==> config.mk <==
export PLATFORM = sky130hd
export DESIGN_NAME = sb_tx_arbiter
export DESIGN_NICKNAME = d
export VERILOG_FILES = /design/src/rtl/sb_pkg.sv /design/src/rtl/sb_rr_arbiter.sv /design/src/rtl/sb_tx_arbiter.sv
export SDC_FILE = /design/constraint.sdc
export NUM_CORES = 1
export LEC_CHECK = 0
export CORE_AREA = 2 2 184 186
export CTS_CLUSTER_DIAMETER = 150
export DETAILED_ROUTE_END_ITERATION = 16
export DIE_AREA = 0 0 186 188
export PLACE_DENSITY = 0.5
export SLEW_MARGIN = 40
export SYNTH_ARGS = -nofsm -noshare
export SYNTH_HDL_FRONTEND = slang
export SYNTH_SLANG_ARGS = --single-unit
==> constraint.sdc <==
create_clock -name i_clk -period 3.7 [get_ports i_clk]
set_input_delay 1.11 -clock i_clk [delete_from_list [all_inputs] [get_ports i_clk]]
set_output_delay 1.11 -clock i_clk [all_outputs]
set_load 0.005 [all_outputs]
==> src/rtl/sb_pkg.sv <==
// sb_pkg: shared sideband TX types and constants.
package sb_pkg;
    localparam int SB_WORD_W = 64;
    localparam logic [SB_WORD_W-1:0] SB_PATTERN = 64'hAAAA_AAAA_AAAA_AAAA;
    localparam int SB_REQ_LTSM = 0;
    localparam int SB_REQ_RDI = 1;
    localparam int SB_REQ_ADAPTER = 2;
    typedef enum logic [2:0] {SB_IDLE, SB_PAT, SB_HDR, SB_DATA, SB_GAP} sb_tx_state_e;
endpackage

==> src/rtl/sb_rr_arbiter.sv <==
// sb_rr_arbiter: combinational round-robin pick with a registered pointer.
module sb_rr_arbiter #(
    parameter int NUM_REQ = 3,
    localparam int IW = NUM_REQ > 1 ? $clog2(NUM_REQ) : 1
) (
    input  logic               clk,
    input  logic               rst_n,
    input  logic [NUM_REQ-1:0] req,
    input  logic               advance,
    input  logic [IW-1:0]      adv_idx,
    output logic [IW-1:0]      pick,
    output logic               any
);
    logic [IW-1:0] ptr;
    logic [IW-1:0] idx;
    // Scan from the farthest offset down so the requester nearest the pointer wins.
    always_comb begin
        pick = '0;
        any = 1'b0;
        idx = '0;
        for (int i = NUM_REQ - 1; i >= 0; i--) begin
            idx = IW'((int'(ptr) + i) % NUM_REQ);
            if (req[idx]) begin
                pick = idx;
                any = 1'b1;
            end
        end
    end
    always_ff @(posedge clk or negedge rst_n)
        if (!rst_n) ptr <= '0;
        else if (advance) ptr <= (adv_idx == IW'(NUM_REQ - 1)) ? '0 : adv_idx + 1'b1;
endmodule

==> src/rtl/sb_tx_arbiter.sv <==
// sb_tx_arbiter: schedules sideband packets and SBINIT pattern bursts onto the shared TX serializer.
module sb_tx_arbiter
    import sb_pkg::*;
#(
    parameter int NUM_REQ = 3,
    parameter int GAP_CYCLES = 4,
    parameter int PAT_ITER = 4
) (
    input  logic                           i_clk,
    input  logic                           i_rst_n,
    input  logic                           i_enable,
    input  logic                           i_pat_req,
    input  logic [NUM_REQ-1:0]             i_req_valid,
    input  logic [NUM_REQ*SB_WORD_W-1:0]   i_req_hdr,
    input  logic [NUM_REQ-1:0]             i_req_has_data,
    input  logic [NUM_REQ*SB_WORD_W-1:0]   i_req_data,
    input  logic                           i_ser_done,
    output logic                           o_ser_valid,
    output logic [SB_WORD_W-1:0]           o_ser_data,
    output logic [NUM_REQ-1:0]             o_grant,
    output logic [NUM_REQ-1:0]             o_req_ack,
    output logic                           o_pat_done,
    output logic                           o_busy
);
    localparam int IW = NUM_REQ > 1 ? $clog2(NUM_REQ) : 1;
    localparam sb_tx_state_e POST = (GAP_CYCLES == 0) ? SB_IDLE : SB_GAP;
    sb_tx_state_e state;
    logic [IW-1:0] cur;
    logic [IW-1:0] pick;
    logic any;
    logic has_data;
    logic done_ok;
    logic ack;
    logic [3:0] pat_cnt;
    logic [3:0] gap_cnt;
    // A done coinciding with the load strobe belongs to the previous word and is dropped.
    assign done_ok = i_ser_done && !o_ser_valid;
    assign ack = done_ok && ((state == SB_HDR && !has_data) || state == SB_DATA);
    assign o_busy = state != SB_IDLE;
    sb_rr_arbiter #(.NUM_REQ(NUM_REQ)) u_rr (
        .clk(i_clk),
        .rst_n(i_rst_n),
        .req(i_req_valid),
        .advance(ack),
        .adv_idx(cur),
        .pick(pick),
        .any(any)
    );
    always_ff @(posedge i_clk or negedge i_rst_n) begin
        if (!i_rst_n) begin
            state <= SB_IDLE;
            cur <= '0;
            has_data <= 1'b0;
            pat_cnt <= '0;
            gap_cnt <= '0;
            o_ser_valid <= 1'b0;
            o_ser_data <= '0;
            o_grant <= '0;
            o_req_ack <= '0;
            o_pat_done <= 1'b0;
        end else begin
            o_ser_valid <= 1'b0;
            o_ser_data <= '0;
            o_req_ack <= '0;
            o_pat_done <= 1'b0;
            case (state)
                SB_IDLE:
                    if (i_pat_req) begin
                        state <= SB_PAT;
                        pat_cnt <= '0;
                        o_ser_valid <= 1'b1;
                        o_ser_data <= SB_PATTERN;
                    end else if (i_enable && any) begin
                        state <= SB_HDR;
                        cur <= pick;
                        has_data <= i_req_has_data[pick];
                        o_grant <= NUM_REQ'(1) << pick;
                        o_ser_valid <= 1'b1;
                        o_ser_data <= i_req_hdr[int'(pick)*SB_WORD_W +: SB_WORD_W];
                    end
                SB_PAT:
                    if (done_ok) begin
                        pat_cnt <= (pat_cnt == 4'hF) ? pat_cnt : pat_cnt + 4'd1;
                        if (pat_cnt == 4'(PAT_ITER - 1)) begin
                            o_pat_done <= 1'b1;
                            state <= POST;
                            gap_cnt <= '0;
                        end else begin
                            o_ser_valid <= 1'b1;
                            o_ser_data <= SB_PATTERN;
                        end
                    end
                SB_HDR, SB_DATA:
                    if (ack) begin
                        o_req_ack <= o_grant;
                        o_grant <= '0;
                        state <= POST;
                        gap_cnt <= '0;
                    end else if (done_ok) begin
                        state <= SB_DATA;
                        o_ser_valid <= 1'b1;
                        o_ser_data <= i_req_data[int'(cur)*SB_WORD_W +: SB_WORD_W];
                    end
                SB_GAP: begin
                    gap_cnt <= (gap_cnt == 4'hF) ? gap_cnt : gap_cnt + 4'd1;
                    if (gap_cnt == 4'(GAP_CYCLES - 1)) state <= SB_IDLE;
                end
                default: state <= SB_IDLE;
            endcase
        end
    end
endmodule

-- Word-level counts from Yosys, hierarchy flattened
Index checks and enable logic that the tools add are counted.
- flip-flop bits (word level): 88
- input port bits: 395
- output and inout bits: 73
- word-level logic and storage cells: 120
- add/sub/neg operators: 5
- div/mod/pow operators: 3
- $lt $le $gt $ge: 4
- equal/unequal tests: 20
- shift operators: 3
- multiplexer cells: 55
- bitwise logic cells: 1
- reduce and logical (&&, ||, !) cells: 18
- operator list (kind ; count):
    64-bit 2-to-1 mux ; 6
    192-bit by 9-bit indexed part select with 64-bit output ; 2
    64-bit one-hot mux with 3 select lines ; 1
    32-bit by 3-bit modulo with 32-bit output (second input constant) ; 2
    3-bit 2-to-1 mux ; 12
    3-bit by 3-bit modulo with 32-bit output (second input constant) ; 1
    4-bit 2-to-1 mux ; 7
    2-bit inequality test (second input constant) ; 9
    1-bit 2-to-1 mux ; 16
    2-bit by 3-bit < comparator with 1-bit output (second input constant) ; 4
    3-bit one-hot mux with 4 select lines ; 1
    4-bit one-hot mux with 3 select lines ; 1
    5-bit AND reduction ; 2
    4-bit by 1-bit adder with 4-bit output (second input constant) ; 2
    1-bit binary-select mux with 2-bit select ; 4
    4-bit by 2-bit equality test with 1-bit output (second input constant) ; 2
    4-bit equality test (second input constant) ; 2
    2-bit 2-to-1 mux ; 4
    4-bit one-hot mux with 2 select lines ; 1
    4-bit AND reduction ; 2
    3-bit by 2-bit equality test with 1-bit output (second input constant) ; 2
    3-bit inequality test (second input constant) ; 2
    3-bit one-hot mux with 2 select lines ; 1
    3-bit nonzero test ; 2
    16 further kinds ; 21

-- Longest topological paths before layout
- depth in word-level cells: 11
- gate-level depth with buffers: 10
- mapped depth without buffers: 7

-- Hierarchy
From an unflattened synthesis, not the netlist that was laid out.
- cells, all modules: 765
- area, all modules: 6567.5 µm²
- by module, submodules not included (module ; times used ; cells an instance ; area each (µm²) ; sequential area each (µm²)):
    sb_tx_arbiter ; 1 ; 725 ; 6238.5 ; 2152.1
    sb_rr_arbiter ; 1 ; 40 ; 329.1 ; 50.0

-- Worst setup path after synthesis
OpenSTA, ideal clock, no wires.
- path kind: input -> register
- start: in i_req_valid[2]
- end: reg o_ser_data[10]
- library setup time: 0.140 ns
- arrival time: 2.457 ns
- data required time: 3.560 ns
- path slack: 1.103 ns
- stages on the path: 7
- path buffers: 2
- path through: and4bb_2 -> o31ai_4 -> a21bo_1 -> buf_6 -> buf_6 -> a221oi_2 -> o32ai_1
- longest elaborated chain between the ends: 9
- elaborated cells on any way between the ends: 17
- those cells by class: 1 x shift; 15 x mux; 1 x reduce/logical
- RTL lines (item ; RTL line ; text):
    from (decl) ; sb_tx_arbiter.sv:13 ; input logic [NUM_REQ-1:0] i_req_valid,
    1-bit binary-select mux with 2-bit select ; sb_rr_arbiter.sv:23 ; if (req[idx]) begin
    1-bit 2-to-1 mux (not written as such) ; sb_rr_arbiter.sv:23 ;
    2-bit 2-to-1 mux / 1-bit 2-to-1 mux (equally long branches) (3 in series) ; sb_rr_arbiter.sv:23 ;
    192-bit by 9-bit indexed part select with 64-bit output / 1-bit logical AND (equally long branches) ; sb_tx_arbiter.sv:79, sb_tx_arbiter.sv:73 ;
    64-bit 2-to-1 mux (*) ; sb_tx_arbiter.sv:73 ; end else if (i_enable && any) begin
    64-bit 2-to-1 mux (*) ; sb_tx_arbiter.sv:68 ; if (i_pat_req) begin
    64-bit one-hot mux with 3 select lines (*) ; sb_tx_arbiter.sv:66 ; case (state)
    to (signal assigned) ; sb_tx_arbiter.sv:79 ; o_ser_data <= i_req_hdr[int'(pick)*SB_WORD_W +: SB_WORD_W];
    to (signal assigned) ; sb_tx_arbiter.sv:102 ; o_ser_data <= i_req_data[int'(cur)*SB_WORD_W +: SB_WORD_W];
    to (decl) ; sb_tx_arbiter.sv:19 ; output logic [SB_WORD_W-1:0] o_ser_data,
Every way passes the cells marked *; elsewhere a longest branch is shown, timed or not. The select of a mux whose other input is x is not followed.
A chain may end at the register's enable or synchronous reset.

-- Worst setup path after layout
- start: reg state[1]
- end: out o_busy
- longest elaborated chain between the ends: 1
- RTL lines (item ; RTL line ; text):
    from (decl) ; sb_tx_arbiter.sv:27 ; sb_tx_state_e state;
    from (signal assigned) ; sb_tx_arbiter.sv:51 ; state <= SB_IDLE;
    from (signal assigned) ; sb_tx_arbiter.sv:69 ; state <= SB_PAT;
    from (signal assigned) ; sb_tx_arbiter.sv:74 ; state <= SB_HDR;
    3-bit nonzero test ; sb_tx_arbiter.sv:39 ; assign o_busy = state != SB_IDLE;
    to (decl) ; sb_tx_arbiter.sv:23 ; output logic o_busy
No other way between the ends.

==> flow_summary.toml <==
[worst_setup_path]
start_kind = "flop"
r2r_slack_ns = 0.92
worstRegToRegCells = 8
reg2reg_to = "o_ser_data[48]"
required_ns = 2.59
setup.worst_path.class = "reg -> out"
cp-end-kind = "primary output"
crit_arrival_ns = 2.00
crit_path_start = "state[1]"
r2r-start = "u_rr.ptr[1]"
path_max_fanout = 11

[floorplanning]
coreArea_um2 = 33110
fp.dieW_um = 186
start_util = 0.2012
std_cell_rows = 67
die_h_um = 188
dieArea_um2 = 34970
ios = 468

[detailed_routing]
drc = 0
drt-wirelength-per-cell_um = 20.44
drt_iter0_markers = 216
vias_per_cell = 4.669
vias = 7596
antenna_left = 0
drt_wl_total_um = 33260
dr.pass1.iters = 4

[min_path]
min_path_cells = 2
min-delay-start = "u_rr.ptr[0]"
min_to = "u_rr.ptr[0]"
hp-class = "reg -> reg"

[clocking]
numCtsBuffers = 9
path_clk_slew_ns = 0.08
cts-root-buf = "clkbuf_16"
cts_setup_buffers = 0
htreeDepth = 3
clock_sinks = 88
cts_hold_buf = 0
cts.path.max_buffers = 2
cts_resized = 0
cts_tree = "built"
clkLatencyLatePin_ns = 0.35

[timing]
rsz0062_at_grt = "no"
setup_ws_ns = 0.5913
fin_crit_sh = 0.8402
timing.fmax_mhz = 321.7
fin_worst_skew_ns = 0.01607
layout_min_cycle_time_ns = 3.109
whs_ns = 0.5138
tightest_slew_ns = 0.8270
finalSetupTns_ns = 0
finalMaxSlewViolations = 0
finalSetupViolCount = 0
max_slew_margin = 0.4475
finalHoldViolCount = 0

[final_layout]
finalNetCount = 1574
drive_gt1_frac = 0.07634
area_delta_synth_final_pct = 82.55
antennaDiodeCount = 0
postLayoutCellArea_um2 = 12160
final_cell_mix = "466 x clkdlybuf4s50_1, 99 x mux2i_1, 86 x dfrtp_1"
fin_util = 0.3672
final_common_cell = "clkdlybuf4s50_1"

[placement]
post-place-ws_ns = 0.2195
dp_hpwl_um = 25290
numPortBuffers = 467
place_area_um2 = 11810
gp_congestion = 0.8005

[logic_synthesis]
ys_seq_elements = 88
netlist_area_um2 = 6661
yosysSeqAreaShare = 0.3306
synth_flop_cell = "dfrtp_1"
async_flop_share = 1.000
synthCells = 748
synthesis.nets = 1148
synth_edf_count = 0
ys_warn_count = 0
syn_area_per_cell_um2 = 8.906
yosysUniqueCellTypes = 59

[power_and_ir_drop]
irDropWorstVdd_uv = 423.9
powerDensity_nw_per_um2 = 584.6
power_leakage_uw = 0.004654

[global_routing]
grt_max_degree = 67
grt_pass1_wl_um = 47790
grt_pass1_vias = 7879
antenna_found_initial = 0
grt_usage = 0.1820
overflow = 0

[status]
status = "complete, no violations"

[flow_run]
cap_violations = 0
state kept, by name, summed over array words and instances (netlist names):
| name | flops |
|---|---|
| cur | 2 |
| gap_cnt | 4 |
| has_data | 1 |
| o_grant | 3 |
| o_pat_done | 1 |
| o_req_ack | 3 |
| o_ser_data | 64 |
| o_ser_valid | 1 |
| pat_cnt | 4 |
| state | 3 |
| u_rr.ptr | 2 |
how the worst max path moves through the flow:
stage / end / slack (ns) / depth (start not counted)
2_1_floorplan: o_ser_data[10] / 1.10 / 7
3_5_place_dp: o_ser_data[2] / 0.22 / 6
6_report: o_busy / 0.59 / 3
5_1_grt: o_ser_data[0] / 0.36 / 7
4_1_cts: o_busy / 0.53 / 3
3_3_place_gp: o_ser_data[7] / 0.25 / 7
logic make-up after synthesis:
kind of cell | synth area share
AOI/OAI and AO/OA | 0.2744
DFF | 0.3306
muxes | 0.1521
xor gates and xnor gates | 0.005259
and+or+nand+nor | 0.1728
adders and majority gates | 0.009391
buffers and inverters | 0.05541
metrics by stage:
step,cells,power (uW)
final,1627,7109
after detailed placement,1611,6132
after floorplan,748,4177
after global placement,1611,6090
after CTS,1627,7248
after global routing,1627,7622
synthesized netlist by cell type (all sizes together), types with 3 or more instances:
master / n / area, um2
o31ai: 4 / 48.79
nand3: 9 / 45.04
nand3b: 4 / 30.03
o21ai: 40 / 200.2
clkbuf: 39 / 146.4
dfrtp: 88 / 2202
nor2: 81 / 304.0
buf: 33 / 200.2
nor3b: 5 / 47.54
and3: 3 / 18.77
o32ai: 32 / 280.3
xnor2: 4 / 35.03
o221ai: 33 / 295.3
and2: 33 / 206.5
a21boi: 4 / 41.29
nor3: 7 / 35.03
mux2i: 99 / 991.0
nor2b: 9 / 56.30
a221oi: 33 / 470.5
a21oi: 68 / 344.1
nand2: 80 / 300.3
nand2b: 3 / 18.77
inv: 6 / 22.52
ha: 5 / 62.56
critical path, stage by stage, from the launching register on:
cell and delay [ns]:
dfrtp_1 0.49, nor3_1 0.49, inv_1 0.19, clkdlybuf4s50_1 0.49
layer usage:
metal | global-route usage | up-vias | share of wire
met5 | 0 | - | 0
li1 | - | 3632 | -
met2 | 0.3393 | 335 | 0.52
met3 | 0.04137 | 24 | 0.078
met1 | 0.2078 | 3605 | 0.39
met4 | 0.04149 | 0 | 0.014
final cells by class:
class / instances / area (um2)
fillers: 3436 / 20950
repair buffers: 487 / 4897
multi-input cells: 582 / 4134
flip-flops and latches: 88 / 2207
well taps: 448 / 560.5
clock buffers: 11 / 252.7
clock inverters: 5 / 86.33
inverters: 6 / 22.52
power breakdown:
part | internal (uW) | switching, uW
registers | 1290 | 213
logic | 2160 | 2370
clock network | 637 | 436
Note: power is estimated with default switching activity, not from simulation.
